## src/rtl/ctrl_pipe.sv

```systemverilog
// ctrl_pipe: ID/EX, EX/MEM, MEM/WB control registers with
// load-use stall, EX branch resolve/flush and ALU forwarding selects.
module ctrl_pipe (
  input  logic       i_cp_clk,
  input  logic       i_cp_rst,
  input  logic       i_cp_valid,
  input  logic       i_cp_regdst,
  input  logic       i_cp_branch,
  input  logic       i_cp_memread,
  input  logic       i_cp_memtoreg,
  input  logic       i_cp_memwrite,
  input  logic       i_cp_alusrc,
  input  logic       i_cp_regwrite,
  input  logic [1:0] i_cp_aluop,
  input  logic [4:0] i_cp_rs,
  input  logic [4:0] i_cp_rt,
  input  logic [4:0] i_cp_rd,
  input  logic       i_cp_zero,
  output logic       o_cp_ex_regdst,
  output logic       o_cp_ex_alusrc,
  output logic [1:0] o_cp_ex_aluop,
  output logic       o_cp_mem_memread,
  output logic       o_cp_mem_memwrite,
  output logic       o_cp_wb_memtoreg,
  output logic       o_cp_wb_regwrite,
  output logic [4:0] o_cp_wb_wreg,
  output logic [1:0] o_cp_fwd_a,
  output logic [1:0] o_cp_fwd_b,
  output logic       o_cp_stall,
  output logic       o_cp_flush,
  output logic       o_cp_pcsrc
);

  typedef struct packed {
    logic       regdst;
    logic       branch;
    logic       memread;
    logic       memtoreg;
    logic       memwrite;
    logic       alusrc;
    logic       regwrite;
    logic [1:0] aluop;
    logic [4:0] rs;
    logic [4:0] rt;
    logic [4:0] rd;
  } id_ex_t;

  typedef struct packed {
    logic       memread;
    logic       memwrite;
    logic       regwrite;
    logic       memtoreg;
    logic [4:0] wreg;
  } ex_mem_t;

  typedef struct packed {
    logic       regwrite;
    logic       memtoreg;
    logic [4:0] wreg;
  } mem_wb_t;

  id_ex_t  id_ex;
  id_ex_t  id_next;
  ex_mem_t ex_mem;
  mem_wb_t mem_wb;

  logic [4:0] ex_wreg;
  logic       taken;
  logic       rt_used;
  logic       rs_hit;
  logic       rt_hit;

  // Priority forwarding select for one EX operand register.
  function automatic logic [1:0] fwd_sel(
    input logic [4:0] src,
    input ex_mem_t    em,
    input mem_wb_t    mw
  );
    logic [1:0] sel;
    sel = 2'b00;
    if (em.regwrite && em.wreg != 5'd0 && em.wreg == src)
      sel = 2'b10;
    else if (mw.regwrite && mw.wreg != 5'd0 && mw.wreg == src)
      sel = 2'b01;
    return sel;
  endfunction

  // EX-stage destination, branch outcome and hazard terms.
  always_comb begin
    ex_wreg = id_ex.regdst ? id_ex.rd : id_ex.rt;
    taken   = id_ex.branch &
              (i_cp_zero ^ (id_ex.aluop == 2'b11));
    rt_used = ~i_cp_alusrc | i_cp_memwrite | i_cp_branch;
    rs_hit  = ex_wreg == i_cp_rs;
    rt_hit  = (ex_wreg == i_cp_rt) & rt_used;
    o_cp_stall = id_ex.memread & (ex_wreg != 5'd0) &
                 (rs_hit | rt_hit) & i_cp_valid & ~taken;
    o_cp_flush = taken;
    o_cp_pcsrc = taken;
    o_cp_fwd_a = fwd_sel(id_ex.rs, ex_mem, mem_wb);
    o_cp_fwd_b = fwd_sel(id_ex.rt, ex_mem, mem_wb);
  end

  // Next ID/EX content: the ID bundle, or a bubble.
  always_comb begin
    id_next = '0;
    if (i_cp_valid && !o_cp_stall && !o_cp_flush) begin
      id_next.regdst   = i_cp_regdst;
      id_next.branch   = i_cp_branch;
      id_next.memread  = i_cp_memread;
      id_next.memtoreg = i_cp_memtoreg;
      id_next.memwrite = i_cp_memwrite;
      id_next.alusrc   = i_cp_alusrc;
      id_next.regwrite = i_cp_regwrite;
      id_next.aluop    = i_cp_aluop;
      id_next.rs       = i_cp_rs;
      id_next.rt       = i_cp_rt;
      id_next.rd       = i_cp_rd;
    end
  end

  // Stage registers; reset drops every in-flight instruction.
  always_ff @(posedge i_cp_clk) begin
    if (i_cp_rst) begin
      id_ex  <= '0;
      ex_mem <= '0;
      mem_wb <= '0;
    end else begin
      id_ex           <= id_next;
      ex_mem.memread  <= id_ex.memread;
      ex_mem.memwrite <= id_ex.memwrite;
      ex_mem.regwrite <= id_ex.regwrite;
      ex_mem.memtoreg <= id_ex.memtoreg;
      ex_mem.wreg     <= ex_wreg;
      mem_wb.regwrite <= ex_mem.regwrite;
      mem_wb.memtoreg <= ex_mem.memtoreg;
      mem_wb.wreg     <= ex_mem.wreg;
    end
  end

  // Stage outputs straight from the registers.
  always_comb begin
    o_cp_ex_regdst    = id_ex.regdst;
    o_cp_ex_alusrc    = id_ex.alusrc;
    o_cp_ex_aluop     = id_ex.aluop;
    o_cp_mem_memread  = ex_mem.memread;
    o_cp_mem_memwrite = ex_mem.memwrite;
    o_cp_wb_memtoreg  = mem_wb.memtoreg;
    o_cp_wb_regwrite  = mem_wb.regwrite;
    o_cp_wb_wreg      = mem_wb.wreg;
  end

endmodule

```

## config.mk

```make
export PLATFORM = sky130hd
export DESIGN_NAME = ctrl_pipe
export DESIGN_NICKNAME = d
export VERILOG_FILES = /design/src/rtl/ctrl_pipe.sv
export SDC_FILE = /design/constraint.sdc
export NUM_CORES = 1
export LEC_CHECK = 0
export BUFFER_PORTS_ARGS = -buffer_cell sky130_fd_sc_hd__buf_2
export CORE_ASPECT_RATIO = 0.9
export CORE_UTILIZATION = 41
export DETAILED_ROUTE_END_ITERATION = 6
export PLACE_DENSITY = 0.75
export RECOVER_POWER = 25
export SLEW_MARGIN = 20
export SYNTH_ARGS = -nofsm -noshare
export SYNTH_HDL_FRONTEND = slang
export SYNTH_SLANG_ARGS = --single-unit
```

## constraint.sdc

```tcl
create_clock -name i_cp_clk -period 2 [get_ports i_cp_clk]
set_input_delay 0.5 -clock i_cp_clk [delete_from_list [all_inputs] [get_ports i_cp_clk]]
set_output_delay 0.5 -clock i_cp_clk [all_outputs]
set_load 0.02 [all_outputs]
```

==> out/metrics.yaml <==
power:
  seq_power_share_pct: 51.5
  power_uw: 1650
  p_int_uw: 1220
  p_clk_share_pct: 33.3
  power-per-cell-area_mw_per_mm2: 650
  ir_drop_mv: 0.410
  p_comb_share_pct: 15.2
  p_sw_share_pct: 25.9
  p_switching_uw: 427
  p_leak_uw: 0.00111
placement:
  dpl_cell_area_mm2: 0.00227
  gp_congestion: 0.814
  io_buffers: 47
  hpwl_um: 2950
sta:
  setup_ws_ns: -0.367
  fmax_mhz: 422
  post-route-min-period_ns: 2.37
  rsz0062_at_grt: "true"
  slew_headroom_pct: 9.76
  finalMaxSlewViolations: 0
  finalHoldViolations: 0
  clock_skew_ns: 0.00555
  finalSetupViolations: 5
  max_slew.worst_pin.slew_ns: 1.35
  fin_crit_sh_pct: 118
cts:
  cts_tree: "built"
  cts_buffer_depth: 2
  numCtsBuffers: 5
  clock-sinks: 40
  worst_setup_hold_path_clk_slew_ns: 0.08
  cts-root-buf: "clkbuf_8"
  clk_latency_ns: 0.29
  cts_htree_levels: 2
logic_synthesis:
  synth_compound_area_share_pct: 8.82
  synth_top_family_by_area: "simple AND/OR/NAND/NOR gates"
  syn-cell-area_mm2: 0.00182
  yosys.area_share.simple_pct: 22.1
  synth_fa_ha_area_share_pct: 0
  yosys_warnings: 0
  synth_mux_area_share_pct: 3.93
  netlist-cell-type-count: 25
  synth_seq_cells: 40
  synth_fp_nets: 212
  synth-xor-area-share_pct: 14.5
  syn_area_per_cell_um2: 9.87
  syn_inst: 184
  ys_seq_area_share_pct: 44.1
die:
  core-area_mm2: 0.00416
  ios: 48
  row_count: 22
  die_x_um: 72.1
  die_h_um: 65.1
  initial_core_util_pct: 43.7
  die-area_mm2: 0.00470
drt:
  wire_per_inst_um: 13.8
  drt_iter0_markers: 38
  ant_nets: 0
  viasPerCell: 4.85
  vias: 1473
  dr.pass1.iters: 4
  routed_wl_um: 4190
  drc_errors: 0
cells_and_area:
  fill_cells: 362
  final_area_mm2: 0.00253
  area_growth_pct: 39.6
  drive_gt1_share_pct: 48.0
  layout.nets: 271
  utilization_pct: 61.0
  antenna_cells_inserted: 0
critical_path:
  crit_path_start_kind: "flip-flop"
  endpoint_kind: "output pin"
  critPathMaxFanout: 7
  crit_type: "flip-flop to output pin"
  worstPathRequired_ns: 1.50
  arrival_ns: 1.87
global_routing:
  grt_usage_pct: 18.7
  grt_pass1_wl_um: 6580
  grt_max_degree: 41
  antenna_found_initial: 0
  grt_pass1_vias: 1445
  grt-ovfl-total: 0
status:
  status: "finished with violations"
  violations: "setup timing"
min_path:
  hold_path.class: "flip-flop to flip-flop"
job:
  maxCapViolations: 0
[layout make-up]
class,count,area [um2],share of cell area (%)
Sequential cell,40,831,32.8
Tap cell,60,75.1,2.96
Multi-Input combinational cell,127,1110,43.9
Clock inverter,2,10.0,0.395
Timing Repair Buffer,68,419,16.5
Inverter,1,3.75,0.148
Clock buffer,6,82.6,3.26
[power groups by stage]
stage / clock network (uW) / registers, uW / logic [uW]
CTS: 563 / 847 / 241
finish: 549 / 849 / 250
global placement: 0 / 860 / 216
global route: 605 / 852 / 270
floorplan: 0 / 863 / 141
detailed placement: 0 / 861 / 219
[kinds of logic (layout without fill, tap and decap cells)]
| family | after synthesis | count (layout) |
|---|---|---|
| buffers and inverters | 17 | 77 |
| flip-flops | 40 | 40 |
| AND/OR/NAND/NOR | 62 | 62 |
| multiplexers | 6 | 6 |
| XOR/XNOR | 30 | 30 |
| AO/OA/AOI/OAI | 29 | 29 |
[per-layer routing]
metal	part of all wire [%]	vias to the layer above	GRT usage (%)
met3	6.6	3	6.60
met1	43	672	22.7
met2	50	54	31.8
met5	0	-	0
li1	-	744	-
met4	0.69	0	4.41
[cell usage after synthesis, drive strengths merged]
cell type / count / area, um2
a21oi: 25 / 133
a31oi: 1 / 6.26
a32o: 1 / 11.3
and2: 1 / 7.51
and3: 1 / 6.26
buf: 9 / 90.1
clkbuf: 7 / 26.3
dfxtp: 40 / 801
inv: 1 / 3.75
mux2i: 6 / 71.3
nand2: 2 / 7.51
nand2b: 1 / 6.26
nand3: 2 / 10.0
nand3b: 24 / 180
nor2: 6 / 22.5
nor2b: 12 / 75.1
nor3: 2 / 10.0
nor4: 6 / 37.5
o21ai: 2 / 10.0
or4: 5 / 37.5
xnor2: 14 / 123
xor2: 16 / 140
[worst paths after layout]
check                           to  cells past startpoint           start  slack [ns]
setup / recovery        o_cp_stall                      6  o_cp_ex_regdst       -0.37
hold / removal    o_cp_wb_memtoreg                      1       ex_mem[5]        0.44
setup reg to reg         id_ex[12]                      6  o_cp_ex_regdst        0.15
hold reg to reg   o_cp_wb_memtoreg                      1       ex_mem[5]        0.44
[flip-flops by register name, summed over array words and instances (netlist names)]
register / count
o_cp_mem_memwrite: 1
ex_mem: 7
o_cp_wb_wreg: 5
o_cp_ex_alusrc: 1
o_cp_wb_memtoreg: 1
id_ex: 20
o_cp_ex_regdst: 1
o_cp_wb_regwrite: 1
o_cp_ex_aluop: 2
o_cp_mem_memread: 1
[cells in the final DEF (no fill, tap or decap), drive strengths merged]
master,instances
buf,67
dfxtp,40
a21oi,25
nand3b,24
xor2,16
xnor2,14
nor2b,12
clkbuf,7
nor2,6
mux2i,6
nor4,6
or4,5
nand2,2
nand3,2
clkinv,2
nor3,2
o21ai,2
nand2b,1
inv,1
a31oi,1
and3,1
a32o,1
and2,1
[critical path: stages (launching register included)]
cell,delay [ns]
dfxtp_4,0.46
mux2i_4,0.31
xnor2_1,0.09
nor4_1,0.29
a32o_2,0.18
and2_4,0.14
buf_6,0.11
[what timing repair did]
action | 4_1_cts | 5_1_grt
pin swaps | 5 | 5
hold buffers | 0 | 0
endpoints found under the setup margin | 5 | 27
setup buffers | 1 | 2
resized for setup | 30 | 8
gates cloned | 0 | 0
[per-stage QoR]
step                      TNS, ns  std cells  hold WS (ns)  worst slack (ns)
after floorplan           -0.0241        184         0.414           -0.0241
after global placement     -0.126        295         0.421           -0.0842
after detailed placement   -0.225        295         0.424            -0.117
after CTS                   -1.29        304         0.435            -0.392
after global routing        -1.64        304         0.435            -0.472
final                       -1.25        304         0.437            -0.367
Note: power is estimated with default switching activity, not from simulation.
